<file path="config.mk">
export PLATFORM = sky130hd
export DESIGN_NAME = inst_enc_flat
export DESIGN_NICKNAME = d
export VERILOG_FILES = /design/src/rtl/inst_enc_if.sv /design/src/rtl/inst_enc.sv /design/src/flat_wrapper.sv
export SDC_FILE = /design/constraint.sdc
export NUM_CORES = 1
export LEC_CHECK = 0
export BUFFER_PORTS_ARGS = -buffer_cell sky130_fd_sc_hd__buf_2
export CORE_AREA = 3 3 98 194
export DETAILED_ROUTE_END_ITERATION = 10
export DIE_AREA = 0 0 101 197
export PLACE_DENSITY = 0.61
export SLEW_MARGIN = 30
export SYNTH_ARGS = -nofsm -noshare
export SYNTH_HDL_FRONTEND = slang
export SYNTH_SLANG_ARGS = --single-unit
</file>
<file path="constraint.sdc">
create_clock -name i_clk -period 2.7 [get_ports i_clk]
set_input_delay 0 -clock i_clk [delete_from_list [all_inputs] [get_ports i_clk]]
set_output_delay 0 -clock i_clk [all_outputs]
set_load 0.03 [all_outputs]
</file>
<file path="src/rtl/inst_enc_if.sv">
// Request and IMEM write bus for the instruction encoder.
// The encoder takes the slave side; the producer/IMEM side takes the master side.
interface inst_enc_if #(
    parameter int unsigned ADDR_W = 10
);
    logic              i_clear;
    logic              i_valid;
    logic              o_ready;
    logic [3:0]        i_class;
    logic [2:0]        i_funct3;
    logic [6:0]        i_funct7;
    logic [4:0]        i_rd;
    logic [4:0]        i_rs1;
    logic [4:0]        i_rs2;
    logic [31:0]       i_imm;
    logic              o_mem_wen;
    logic [ADDR_W-1:0] o_mem_addr;
    logic [31:0]       o_mem_wdata;
    logic              i_mem_ready;
    logic [15:0]       o_count;
    logic              o_err;

    modport slave (
        input  i_clear, i_valid, i_class, i_funct3, i_funct7, i_rd, i_rs1, i_rs2, i_imm,
        input  i_mem_ready,
        output o_ready, o_mem_wen, o_mem_addr, o_mem_wdata, o_count, o_err
    );

    modport master (
        output i_clear, i_valid, i_class, i_funct3, i_funct7, i_rd, i_rs1, i_rs2, i_imm,
        output i_mem_ready,
        input  o_ready, o_mem_wen, o_mem_addr, o_mem_wdata, o_count, o_err
    );
endinterface

</file>
<file path="src/rtl/inst_enc.sv">
// Packs decoded RV32I/M fields into machine words and streams them through a
// small FIFO into sequential IMEM addresses starting at BASE_ADDR.
module inst_enc #(
    parameter int unsigned       ADDR_W    = 10,
    parameter int unsigned       DEPTH     = 4,
    parameter logic [ADDR_W-1:0] BASE_ADDR = '0
) (
    input logic       i_clk,
    input logic       i_rst_n,
    inst_enc_if.slave enc_bus
);

    localparam int unsigned PtrW = $clog2(DEPTH);
    localparam logic [PtrW:0] FullCnt = (PtrW + 1)'(DEPTH);

    localparam logic [3:0] ClsLui    = 4'd0;
    localparam logic [3:0] ClsJal    = 4'd1;
    localparam logic [3:0] ClsJalr   = 4'd2;
    localparam logic [3:0] ClsBranch = 4'd3;
    localparam logic [3:0] ClsLoad   = 4'd4;
    localparam logic [3:0] ClsStore  = 4'd5;
    localparam logic [3:0] ClsOpImm  = 4'd6;
    localparam logic [3:0] ClsOp     = 4'd7;
    localparam logic [3:0] ClsEcall  = 4'd8;

    localparam logic [6:0] OpLui    = 7'b0110111;
    localparam logic [6:0] OpJal    = 7'b1101111;
    localparam logic [6:0] OpJalr   = 7'b1100111;
    localparam logic [6:0] OpBranch = 7'b1100011;
    localparam logic [6:0] OpLoad   = 7'b0000011;
    localparam logic [6:0] OpStore  = 7'b0100011;
    localparam logic [6:0] OpOpImm  = 7'b0010011;
    localparam logic [6:0] OpOp     = 7'b0110011;

    logic [31:0] imm;
    logic [2:0]  f3;
    logic [6:0]  f7;
    logic [4:0]  rd, rs1, rs2;
    logic [31:0] enc_word;
    logic        enc_illegal;

    assign imm = enc_bus.i_imm;
    assign f3  = enc_bus.i_funct3;
    assign f7  = enc_bus.i_funct7;
    assign rd  = enc_bus.i_rd;
    assign rs1 = enc_bus.i_rs1;
    assign rs2 = enc_bus.i_rs2;

    always_comb begin
        enc_word    = 32'h0;
        enc_illegal = 1'b0;
        case (enc_bus.i_class)
            ClsLui: enc_word = {imm[31:12], rd, OpLui};
            ClsJal: begin
                enc_word    = {imm[20], imm[10:1], imm[11], imm[19:12], rd, OpJal};
                enc_illegal = imm[0];
            end
            ClsJalr: enc_word = {imm[11:0], rs1, 3'b000, rd, OpJalr};
            ClsBranch: begin
                enc_word    = {imm[12], imm[10:5], rs2, rs1, f3, imm[4:1], imm[11], OpBranch};
                enc_illegal = imm[0] || (f3 == 3'b010) || (f3 == 3'b011);
            end
            ClsLoad:  enc_word = {imm[11:0], rs1, f3, rd, OpLoad};
            ClsStore: enc_word = {imm[11:5], rs2, rs1, f3, imm[4:0], OpStore};
            ClsOpImm: begin
                if (f3 == 3'b001 || f3 == 3'b101) begin
                    // Shift-immediates carry funct7 above a 5-bit shamt; only SRAI may set bit 30.
                    enc_word    = {f7, imm[4:0], rs1, f3, rd, OpOpImm};
                    enc_illegal = !((f7 == 7'h00) || (f7 == 7'h20 && f3 == 3'b101));
                end else begin
                    enc_word = {imm[11:0], rs1, f3, rd, OpOpImm};
                end
            end
            ClsOp: begin
                enc_word    = {f7, rs2, rs1, f3, rd, OpOp};
                enc_illegal = !((f7 == 7'h00) || (f7 == 7'h20) || (f7 == 7'h01));
            end
            ClsEcall: enc_word = 32'h0000_0073;
            default:  enc_illegal = 1'b1;
        endcase
    end

    logic [31:0]       fifo_q [DEPTH];
    logic [PtrW-1:0]   wr_ptr_q, wr_ptr_d;
    logic [PtrW-1:0]   rd_ptr_q, rd_ptr_d;
    logic [PtrW:0]     cnt_q, cnt_d;
    logic [ADDR_W-1:0] addr_q, addr_d;
    logic [15:0]       count_q, count_d;
    logic              err_q, err_d;
    logic              full, empty, accept, push, pop;

    assign full   = (cnt_q == FullCnt);
    assign empty  = (cnt_q == '0);
    assign accept = enc_bus.i_valid && enc_bus.o_ready;
    assign push   = accept && !enc_illegal;
    assign pop    = !empty && enc_bus.i_mem_ready;

    assign enc_bus.o_ready     = !full && !enc_bus.i_clear;
    assign enc_bus.o_mem_wen   = !empty;
    assign enc_bus.o_mem_wdata = empty ? 32'h0 : fifo_q[rd_ptr_q];
    assign enc_bus.o_mem_addr  = addr_q;
    assign enc_bus.o_count     = count_q;
    assign enc_bus.o_err       = err_q;

    always_comb begin
        wr_ptr_d = wr_ptr_q;
        rd_ptr_d = rd_ptr_q;
        cnt_d    = cnt_q;
        addr_d   = addr_q;
        count_d  = count_q;
        err_d    = err_q;
        if (enc_bus.i_clear) begin
            // Flush wins over any write completing this cycle: it is neither advanced nor counted.
            wr_ptr_d = '0;
            rd_ptr_d = '0;
            cnt_d    = '0;
            addr_d   = BASE_ADDR;
            count_d  = '0;
            err_d    = 1'b0;
        end else begin
            if (push) begin
                wr_ptr_d = wr_ptr_q + PtrW'(1);
            end
            if (pop) begin
                rd_ptr_d = rd_ptr_q + PtrW'(1);
                addr_d   = addr_q + ADDR_W'(4);
                count_d  = count_q + 16'd1;
            end
            case ({push, pop})
                2'b10:   cnt_d = cnt_q + (PtrW + 1)'(1);
                2'b01:   cnt_d = cnt_q - (PtrW + 1)'(1);
                default: cnt_d = cnt_q;
            endcase
            if (accept && enc_illegal) begin
                err_d = 1'b1;
            end
        end
    end

    always_ff @(posedge i_clk or negedge i_rst_n) begin
        if (!i_rst_n) begin
            wr_ptr_q <= '0;
            rd_ptr_q <= '0;
            cnt_q    <= '0;
            addr_q   <= BASE_ADDR;
            count_q  <= '0;
            err_q    <= 1'b0;
        end else begin
            wr_ptr_q <= wr_ptr_d;
            rd_ptr_q <= rd_ptr_d;
            cnt_q    <= cnt_d;
            addr_q   <= addr_d;
            count_q  <= count_d;
            err_q    <= err_d;
        end
    end

    // Storage needs no reset: the occupancy count gates every read.
    always_ff @(posedge i_clk) begin
        if (push) begin
            fifo_q[wr_ptr_q] <= enc_word;
        end
    end

endmodule
</file>
<file path="src/flat_wrapper.sv">
// flat-port wrapper written by rule: the top's interface ports become plain ports
module inst_enc_flat 
#(
    parameter int unsigned       ADDR_W    = 10,
    parameter int unsigned       DEPTH     = 4,
    parameter logic [ADDR_W-1:0] BASE_ADDR = '0
)
  (i_clk, i_rst_n, enc_bus_i_clear, enc_bus_i_valid, enc_bus_i_class, enc_bus_i_funct3, enc_bus_i_funct7, enc_bus_i_rd, enc_bus_i_rs1, enc_bus_i_rs2, enc_bus_i_imm, enc_bus_i_mem_ready, enc_bus_o_ready, enc_bus_o_mem_wen, enc_bus_o_mem_addr, enc_bus_o_mem_wdata, enc_bus_o_count, enc_bus_o_err);
  inst_enc_if #(.ADDR_W(ADDR_W)) enc_bus_i ();
  input logic i_clk;
  input logic i_rst_n;
  input wire logic [$bits(enc_bus_i.i_clear)-1:0] enc_bus_i_clear;
  input wire logic [$bits(enc_bus_i.i_valid)-1:0] enc_bus_i_valid;
  input wire logic [$bits(enc_bus_i.i_class)-1:0] enc_bus_i_class;
  input wire logic [$bits(enc_bus_i.i_funct3)-1:0] enc_bus_i_funct3;
  input wire logic [$bits(enc_bus_i.i_funct7)-1:0] enc_bus_i_funct7;
  input wire logic [$bits(enc_bus_i.i_rd)-1:0] enc_bus_i_rd;
  input wire logic [$bits(enc_bus_i.i_rs1)-1:0] enc_bus_i_rs1;
  input wire logic [$bits(enc_bus_i.i_rs2)-1:0] enc_bus_i_rs2;
  input wire logic [$bits(enc_bus_i.i_imm)-1:0] enc_bus_i_imm;
  input wire logic [$bits(enc_bus_i.i_mem_ready)-1:0] enc_bus_i_mem_ready;
  output wire logic [$bits(enc_bus_i.o_ready)-1:0] enc_bus_o_ready;
  output wire logic [$bits(enc_bus_i.o_mem_wen)-1:0] enc_bus_o_mem_wen;
  output wire logic [$bits(enc_bus_i.o_mem_addr)-1:0] enc_bus_o_mem_addr;
  output wire logic [$bits(enc_bus_i.o_mem_wdata)-1:0] enc_bus_o_mem_wdata;
  output wire logic [$bits(enc_bus_i.o_count)-1:0] enc_bus_o_count;
  output wire logic [$bits(enc_bus_i.o_err)-1:0] enc_bus_o_err;
  assign enc_bus_i.i_clear = enc_bus_i_clear;
  assign enc_bus_i.i_valid = enc_bus_i_valid;
  assign enc_bus_i.i_class = enc_bus_i_class;
  assign enc_bus_i.i_funct3 = enc_bus_i_funct3;
  assign enc_bus_i.i_funct7 = enc_bus_i_funct7;
  assign enc_bus_i.i_rd = enc_bus_i_rd;
  assign enc_bus_i.i_rs1 = enc_bus_i_rs1;
  assign enc_bus_i.i_rs2 = enc_bus_i_rs2;
  assign enc_bus_i.i_imm = enc_bus_i_imm;
  assign enc_bus_i.i_mem_ready = enc_bus_i_mem_ready;
  assign enc_bus_o_ready = enc_bus_i.o_ready;
  assign enc_bus_o_mem_wen = enc_bus_i.o_mem_wen;
  assign enc_bus_o_mem_addr = enc_bus_i.o_mem_addr;
  assign enc_bus_o_mem_wdata = enc_bus_i.o_mem_wdata;
  assign enc_bus_o_count = enc_bus_i.o_count;
  assign enc_bus_o_err = enc_bus_i.o_err;
  inst_enc #(.ADDR_W(ADDR_W), .DEPTH(DEPTH), .BASE_ADDR(BASE_ADDR)) u_core (.i_clk(i_clk), .i_rst_n(i_rst_n), .enc_bus(enc_bus_i));
endmodule
</file>
* Yosys cells after proc, flatten, opt, wreduce, memory -nomap -nowiden
Memories as Yosys holds them, arrays and structs flattened.
Index checks and enable logic that the tools add are counted.
** Operators by class
- $add $sub $neg :: 6
- Eq/ne operators :: 17
- Mux-type cells :: 19
- Reductions and logical operators :: 26
** Operators by type and width (number)
- $pmux 32 s9 :: 1
- $mux 32 :: 2
- $mux 16 :: 2
- $mux 10 :: 2
- $add 16x1->16 const B :: 1
- $eq 4x3->1 const B :: 4
- $add 10x3->10 const B :: 1
- $eq 4x2->1 const B :: 2
- $mux 2 :: 4
- $eq 7x1->1 const B :: 1
- $eq 7x6->1 const B :: 1
- $logic_not 7->1 :: 1
- $eq 3x2->1 const B :: 2
- $eq 3x3->1 const B :: 2
- $logic_and 1x1->1 :: 6
- $logic_not 1->1 :: 6
- $logic_or 1x1->1 :: 6
- $pmux 3 s2 :: 1
- $reduce_bool 2->1 :: 3
- $mux 1 :: 5
- $pmux 1 s5 :: 1
- $reduce_or 5->1 :: 1
- $add 2x1->2 const B :: 2
- $eq 4x1->1 const B :: 1
- other kinds (10) :: 10
** Storage, ports and cells
- Register bits after elaboration :: 34
- RAM bits :: 128
- Bits of input ports :: 66
- Output and inout port bits :: 61
- Logic and storage cells :: 75
- Memories :: 1
** Memory list
- u_core.fifo_q :: depth 4, bits a word 32, read ports 1, clocked after memory_dff 0, wr ports 1, RTL line inst_enc.sv:83 : logic [31:0] fifo_q [DEPTH];

* Logic depth before layout (Yosys ltp)
Gate-level depths: netlist of run 1.
- Depth after elaboration :: 11
- Mapped depth :: 10
- Gate-level depth less buffers :: 9

* Least setup slack after synthesis of run 1
Ideal clock, no wire load.
- Path type :: register -> register
- From :: reg u_core.cnt_q[0]
- To :: reg u_core.cnt_q[2]
- Setup time :: 0.125 ns
- Data arrival time :: 2.671 ns
- Data required time :: 2.575 ns
- Setup slack :: -0.095 ns
- Stages on the path, launching flop included :: 10
- Buffers on the path :: 0
- Period minus slack after synthesis :: 2.795 ns
- Path through :: dfrtp_1 -> nor2_1 -> a21oi_1 -> nand2_1 -> nor3_4 -> nor2_1 -> fa_1 -> nor2b_1 -> mux2i_1 -> mux2_2
** Between the ends
- Longest elaborated chain between the ends :: 8
- Elaborated cells on any way between the ends :: 15
- Classes of those cells :: add/sub: 2; eq/ne: 3; mux: 2; reduce/logical: 8
** Ends and longest elaborated chain
- start: declaration :: RTL line inst_enc.sv:86 : logic [PtrW:0] cnt_q, cnt_d;
- start signal: assignment :: RTL line inst_enc.sv:151 : cnt_q <= cnt_d;
- $eq 3x3->1 * :: RTL line inst_enc.sv:92 : assign full = (cnt_q == FullCnt);
- $logic_not 1->1 * :: RTL line inst_enc.sv:98 : assign enc_bus.o_ready = !full && !enc_bus.i_clear;
- $logic_and 1x1->1 * :: RTL line inst_enc.sv:98
- net enc_bus_o_ready :: RTL line flat_wrapper.sv:22 : output wire logic [$bits(enc_bus_i.o_ready)-1:0] enc_bus_o_ready;
- $logic_and 1x1->1 * :: RTL line inst_enc.sv:94 : assign accept = enc_bus.i_valid && enc_bus.o_ready;
- $logic_and 1x1->1 * :: RTL line inst_enc.sv:95 : assign push = accept && !enc_illegal;
- $eq 2x1->1 or $eq 2x2->1 (tied branches) :: RTL line inst_enc.sv:129 : case ({push, pop})
- $pmux 3 s2 :: RTL line inst_enc.sv:129
- $mux 3 :: RTL line inst_enc.sv:112 : if (enc_bus.i_clear) begin
The timed path passes the listed nets; every way through them passes the cells marked *.
A chain may end at the register's enable or synchronous reset.

* Worst setup path after layout of run 1
- From :: in enc_bus_i_funct7[3]
- To :: reg u_core.cnt_q[2]
** Between the ends
- Longest elaborated chain between the ends :: 11
- Elaborated cells on any way between the ends :: 18
- Classes of those cells :: eq/ne: 4; mux: 4; reduce/logical: 10
** Ends and longest elaborated chain
- start: declaration :: RTL line flat_wrapper.sv:16 : input wire logic [$bits(enc_bus_i.i_funct7)-1:0] enc_bus_i_funct7;
- $eq 7x6->1 :: RTL line inst_enc.sv:69, inst_enc.sv:76
- $logic_and 1x1->1 :: RTL line inst_enc.sv:69 : enc_illegal = !((f7 == 7'h00) || (f7 == 7'h20 && f3 == 3'b101));
- $logic_or 1x1->1 :: RTL line inst_enc.sv:69
- $logic_not 1->1 :: RTL line inst_enc.sv:69
- $mux 1 :: RTL line inst_enc.sv:66 : if (f3 == 3'b001 || f3 == 3'b101) begin
- $pmux 1 s5 * :: RTL line inst_enc.sv:52 : case (enc_bus.i_class)
- $logic_not 1->1 * :: RTL line inst_enc.sv:95
- $logic_and 1x1->1 * :: RTL line inst_enc.sv:95
- $eq 2x1->1 or $eq 2x2->1 (tied branches) :: RTL line inst_enc.sv:129
- $pmux 3 s2 :: RTL line inst_enc.sv:129
- $mux 3 :: RTL line inst_enc.sv:112
Every way passes the cells marked *; elsewhere a longest branch is shown, timed or not.

==> impl_metrics.yaml, run 1 <==
synthesis:
  synthCells: 485
  synth_edf_count: 124
  synth_compound_gate_area_share_pct: 4.98
  synth_top_family_by_area: "simple AND/OR/NAND/NOR gates"
  synth.mux.area_fraction_pct: 11.6
  syn_area_per_cell_sq_um: 14.5
  ys_async_sr_fraction_pct: 20.5
  yosys.area_share.simple_pct: 11.6
  syn_area_sq_um: 7020
  synth_ff_type: "edfxtp_1"
  synth_warnings: 0
  synthXorXnorAreaFrac_pct: 3.23
  synthAdderAreaFrac_pct: 1.36
  seq_area_frac_synth_pct: 64.5
  ys_ff_latch: 156
  yosysUniqueCellTypes: 55
setup_path:
  reg2reg_depth: 7
  path_buf_inv: 2
  critPathTopFamily: "simple AND/OR/NAND/NOR gates"
  worstPathMaxFanout: 2
  crit_path_end_kind: "flip-flop"
  critPathArrivalTime_ns: 2.78
  slowest_delay_ns: 0.57
  rr_endpoint: "u_core.cnt_q[2]$_DFFE_PN0P_"
  critPathKind: "in -> reg"
  worstPathRequired_ns: 3.01
  rr_startpoint: "u_core.cnt_q[0]$_DFFE_PN0P_"
  worst_setup_path_start_kind: "primary input"
  cpMaxStageDelayCell: "or4_1"
  rrSetupSlack_ns: 0.49
  path_cells: "dlygate4sd3_1 > buf_2 > or4_1 > o21a_1 > nor3_4 > nor2_1 > fa_1 > nor2b_1 > mux2i_1 > mux2_2"
route:
  wl_met3_microns: 924
  dr_total_vias: 4579
  postRouteAntennaNets: 0
  highest_layer: "met4"
  drtIter0Drc: 310
  wl_met2_microns: 9510
  wirelength_microns: 17200
  wl_per_cell_microns: 19.7
  drt-vias-per-instance: 5.25
  drc: 0
  met1_length_microns: 6430
  drt_pre_antenna_iters: 5
timing:
  skew_ns: 0.0106
  period_minus_slack_ns: 2.47
  setup-tns-final_ns: 0
  slew_headroom_pct: 50.9
  rsz0062_at_grt: "no"
  finalHoldViolations: 0
  fmax_mhz: 405
  maxSlewViolCount: 0
  setup_viol: 0
  post-route-period-util_pct: 91.6
  worst_pin_slew_ns: 0.737
  holdWs_ns: 0.0180
power_and_ir_drop:
  p_comb_share_pct: 30.7
  p_sw_share_pct: 32.4
  clkPwrFrac_pct: 31.4
  powerDensity_nw_per_um2: 845
  peakVddDrop_v: 0.000475
  p_total_mw: 7.49
  p_seq_share_pct: 37.9
  p_leak_nw: 3.52
  power.switching_mw: 2.43
  intPower_mw: 5.06
clock_tree:
  hold_buffers: 31
  cts_tree: "done"
  root_buffer: "clkbuf_16"
  clock_latency_ns: 0.42
  postCtsSetupBuffers: 0
  clk_path_buf_depth: 2
  path_clk_slew_ns: 0.06
  clock_sinks: 156
  cts_buffers: 17
  h-tree-depth: 4
  cts_resized: 0
job:
  cap_violations: 0
floorplanning:
  start_util_pct: 39.4
  core_area_sq_um: 17800
  die_area_sq_um: 19900
  die-width_microns: 101
  ioPinCount: 127
  num_rows: 69
  fp.dieH_microns: 197
global_routing:
  grt_first_pass_wirelength_microns: 26200
  track_usage_pct: 17.6
  antenna_found_initial: 1
  grt_pass1_vias: 4876
  gr-total-overflow: 0
  grt_max_degree: 38
place:
  hpwl_microns: 11700
  gp_congestion: 0.798
  io_buffers: 124
min_path:
  worst_hold_path_type: "in -> reg"
  whs_path_depth: 3
  whs_endpoint: "u_core.fifo_q[1][15]$_DFFE_PP_"
  hp-start: "enc_bus_i_imm[15]"
finish:
  area_delta_synth_final_pct: 26.3
  nFillCells: 1507
  nNetsFinal: 720
  final_cell_mix: "buf_2, edfxtp_1, nor2_1"
  drive_gt1_share_pct: 31.8
outcome:
  status: "completed"
state kept, by name, indices dropped and copies added (netlist names):
register / count
u_core.fifo_q: 124
u_core.enc_bus.o_mem_addr: 8
u_core.rd_ptr_q: 2
u_core.enc_bus.o_err: 1
u_core.wr_ptr_q: 2
u_core.cnt_q: 3
u_core.enc_bus.o_count: 16
how the worst max path moves through the flow:
stage | from | endpoint | slack, ns | cells after the start
floorplan | u_core.cnt_q[0]$_DFFE_PN0P_ | u_core.cnt_q[2]$_DFFE_PN0P_ | 0.14 | 9
global placement | enc_bus_i_funct7[3] | u_core.cnt_q[2]$_DFFE_PN0P_ | 0.35 | 9
detailed placement | enc_bus_i_funct7[3] | u_core.cnt_q[2]$_DFFE_PN0P_ | 0.33 | 9
CTS | enc_bus_i_funct7[3] | u_core.cnt_q[2]$_DFFE_PN0P_ | 0.24 | 10
global route | enc_bus_i_funct7[3] | u_core.cnt_q[2]$_DFFE_PN0P_ | 0.13 | 10
finish | enc_bus_i_funct7[3] | u_core.cnt_q[2]$_DFFE_PN0P_ | 0.23 | 10
power groups by stage:
stage | clock [mW] | sequential, mW | combinational, mW
final | 2.35 | 2.84 | 2.30
after global routing | 2.50 | 2.86 | 2.48
after CTS | 2.40 | 2.84 | 2.36
after detailed placement | 0 | 2.89 | 2.30
after global placement | 0 | 2.88 | 2.28
after floorplan | 0 | 2.85 | 1.64
routing by layer:
| metal | vias to the layer above | track usage [%] |
|---|---|---|
| li1 | 2128 | - |
| met1 | 2290 | 19.7 |
| met3 | 20 | 4.14 |
| met2 | 141 | 31.5 |
| met5 | - | 0 |
| met4 | 0 | 7.30 |
logic make-up (layout without fill, tap and decap cells):
kind of cell               after synthesis  count (layout)
DFF                                    156             156
buffers and inverters                   45             217
other                                    1               3
muxes                                   42              42
xor gates and xnor gates                25              25
AOI/OAI and AO/OA                       48              48
adders and majority gates                7               7
and+or+nand+nor                        161             161
synth_stat cells (4+ instances only):
| cell type | number | share of area, % |
|---|---|---|
| edfxtp_1 | 124 | 53 |
| nor2_1 | 48 | 2.6 |
| nand2_1 | 36 | 1.9 |
| and2_1 | 33 | 2.9 |
| dfrtp_1 | 32 | 11 |
| mux4_2 | 31 | 10 |
| inv_1 | 16 | 0.86 |
| xor2_1 | 16 | 2.0 |
| clkbuf_1 | 15 | 0.80 |
| a21oi_1 | 14 | 1.0 |
| a222oi_1 | 10 | 1.4 |
| mux2i_1 | 9 | 1.3 |
| xnor2_1 | 8 | 1.0 |
| nand3_1 | 7 | 0.50 |
| buf_2 | 6 | 0.43 |
| ha_1 | 6 | 1.1 |
| nand4_1 | 6 | 0.54 |
| buf_1 | 5 | 0.27 |
| nor2b_1 | 5 | 0.45 |
| o21ai_0 | 5 | 0.36 |
| a22oi_1 | 4 | 0.43 |
| and2_2 | 4 | 0.43 |
| or3_1 | 4 | 0.36 |
cell type report:
class	instances	area (sq um)	area share (%)
Clock buffer	18	429	4.84
Inverter	16	60.1	0.678
Tap cell	213	267	3.01
Sequential cell	156	4530	51.1
Multi-Input combinational cell	285	2320	26.1
Timing Repair Buffer	171	1110	12.6
Antenna cell	1	2.50	0.0282
Clock inverter	12	149	1.68
worst register-to-register path, stage by stage, from the launching register on:
cell and delay (ns):
dfrtp_1 0.44, or3_1 0.41, nand2_1 0.15, nor2_1 0.08
fa_1 0.37, nor2b_1 0.14, mux2i_1 0.17, mux2_2 0.34
metrics by stage:
step,instances,utilization [%],setup slack [ns],area (sq um)
floorplan,486,-,0.144,7020
global placement,810,44.8,0.349,7970
detailed placement,810,44.8,0.331,7970
CTS,871,49.8,0.235,8860
global route,872,49.8,0.127,8860
finish,872,49.8,0.228,8860
(Power assumes the default switching activity.)
==> run 2: changes to the inputs <==
--- a/config.mk
+++ b/config.mk
@@ -7,6 +7,7 @@
 export LEC_CHECK = 0
 export BUFFER_PORTS_ARGS = -buffer_cell sky130_fd_sc_hd__buf_2
 export CORE_AREA = 3 3 98 194
+export CTS_BUF_LIST = sky130_fd_sc_hd__clkbuf_16
 export DETAILED_ROUTE_END_ITERATION = 10
 export DIE_AREA = 0 0 101 197
 export PLACE_DENSITY = 0.61
==> run 2 against run 1 <==
  * Clock power about the same
  * Power about the same
  * Count of clock-buffer cells in the layout is 1 lower
  * Utilization stayed put
  * Die area unchanged
  * Sequential share of layout area unchanged
==> impl_metrics.yaml, run 2 (synthesized netlist as in run 1, its figures left out) <==
clock_tree:
  h-tree-depth: 4
  clock_latency_ns: 0.42
  cts_tree: "done"
  clock_sinks: 156
  path_clk_slew_ns: 0.06
  root_buffer: "clkbuf_16"
  clk_path_buf_depth: 2
  cts_buffers: 17
  postCtsSetupBuffers: 0
floorplanning:
  die-width_microns: 101
  fp.dieH_microns: 197
  num_rows: 69
  core_area_sq_um: 17800
  start_util_pct: 39.4
  die_area_sq_um: 19900
  ioPinCount: 127
global_routing:
  track_usage_pct: 17.6
  gr-total-overflow: 0
  grt_first_pass_wirelength_microns: 26200
  grt_max_degree: 38
  grt_pass1_vias: 4876
  antenna_found_initial: 1
finish:
  final_cell_mix: "buf_2, edfxtp_1, nor2_1"
  fin_area_sq_um: 8860
  largest_reg_flops: 124
  nNetsFinal: 720
  drive_gt1_share_pct: 31.8
  top_register: "u_core.fifo_q"
  utilization_pct: 49.8
  area_delta_synth_final_pct: 26.3
timing:
  worst_pin_slew_ns: 0.737
  setup_viol: 0
  maxSlewViolCount: 0
  period_minus_slack_ns: 2.47
  rsz0062_at_grt: "no"
  skew_ns: 0.0106
  post-route-period-util_pct: 91.6
  slew_headroom_pct: 50.9
  fmax_mhz: 404
  finalHoldViolations: 0
  setup-tns-final_ns: 0
power_and_ir_drop:
  intPower_mw: 5.06
  powerDensity_nw_per_um2: 845
  peakVddDrop_v: 0.000473
  p_comb_share_pct: 30.8
  clkPwrFrac_pct: 31.3
  p_leak_nw: 3.53
  p_sw_share_pct: 32.4
  p_total_mw: 7.49
  power.switching_mw: 2.43
  p_seq_share_pct: 37.9
route:
  postRouteAntennaNets: 0
  dr_total_vias: 4575
  wl_per_cell_microns: 19.7
  drt-vias-per-instance: 5.25
  drc: 0
  wirelength_microns: 17200
  drt_pre_antenna_iters: 6
  drtIter0Drc: 310
place:
  hpwl_microns: 11700
  gp_congestion: 0.798
  io_buffers: 124
  place_area_sq_um: 7970
outcome:
  status: "completed"
setup_path:
  worstPathRequired_ns: 3.01
  worst_setup_path_start_kind: "primary input"
  reg2reg_depth: 7
  critPathArrivalTime_ns: 2.78
  critPathKind: "in -> reg"
  crit_path_end_kind: "flip-flop"
  worstPathMaxFanout: 2
job:
  cap_violations: 0
min_path:
  worst_hold_path_type: "in -> reg"
  whs_path_depth: 3
[run 2: cell count changes in the layout (fill, tap and decap cells not counted)]
| cell | before | now |
|---|---|---|
| inv_1 | 16 | 17 |
| clkbuf_1 | 1 | 0 |
[run 2: stage by stage]
step / hold slack (ns) / setup slack [ns] / std cells
CTS: 0.0000931 / 0.235 / 871
detailed placement: 0.104 / 0.331 / 810
global route: 0.0256 / 0.127 / 872
floorplan: -0.296 / 0.144 / 486
finish: 0.0146 / 0.227 / 872
global placement: 0.0935 / 0.349 / 810
[run 2: layer usage]
layer,global-route usage [%],routed length (microns)
met1,19.7,6380
met2,31.5,9500
met3,4.14,963
met4,7.30,318
met5,0,0
[run 2: critical path, cell delays in order]
cell,delay [ns]
dlygate4sd3_1,0.53
buf_2,0.13
or4_1,0.57
o21a_1,0.25
nor3_4,0.20
nor2_1,0.07
fa_1,0.37
nor2b_1,0.14
mux2i_1,0.17
mux2_2,0.34
[run 2: worst paths after layout]
check,from,endpoint,slack (ns)
max,enc_bus_i_funct7[3],u_core.cnt_q[2]$_DFFE_PN0P_,0.23
min,enc_bus_i_imm[15],u_core.fifo_q[1][15]$_DFFE_PP_,0.01
max reg2reg,u_core.cnt_q[0]$_DFFE_PN0P_,u_core.cnt_q[2]$_DFFE_PN0P_,0.49
min reg2reg,u_core.enc_bus.o_err$_DFFE_PN0P_,u_core.enc_bus.o_err$_DFFE_PN0P_,0.54
max in group asynchronous,i_rst_n,u_core.rd_ptr_q[0]$_DFFE_PN0N_,1.99
min in group asynchronous,i_rst_n,u_core.enc_bus.o_err$_DFFE_PN0P_,0.18
[run 2: final cells by class]
cell class,count,area (sq um)
clock inverters,13,153
diodes,1,2.50
repair buffers,171,1110
flip-flops and latches,156,4530
clock buffers,17,425
fillers,1507,8920
well taps,213,267
inverters,16,60.1
multi-input cells,285,2320
[run 2: power by group through the flow]
stage	Combinational [mW]	Sequential (mW)	Clock (mW)
after floorplan	1.64	2.85	0
after global placement	2.28	2.88	0
after detailed placement	2.30	2.89	0
after CTS	2.36	2.84	2.40
after global routing	2.48	2.86	2.49
final	2.30	2.84	2.35
[run 2: timing repair]
item                                   in CTS  in global routing
endpoints found under the hold margin      91                  0
gates resized for setup                     0                  0
hold buffers                               31                  0
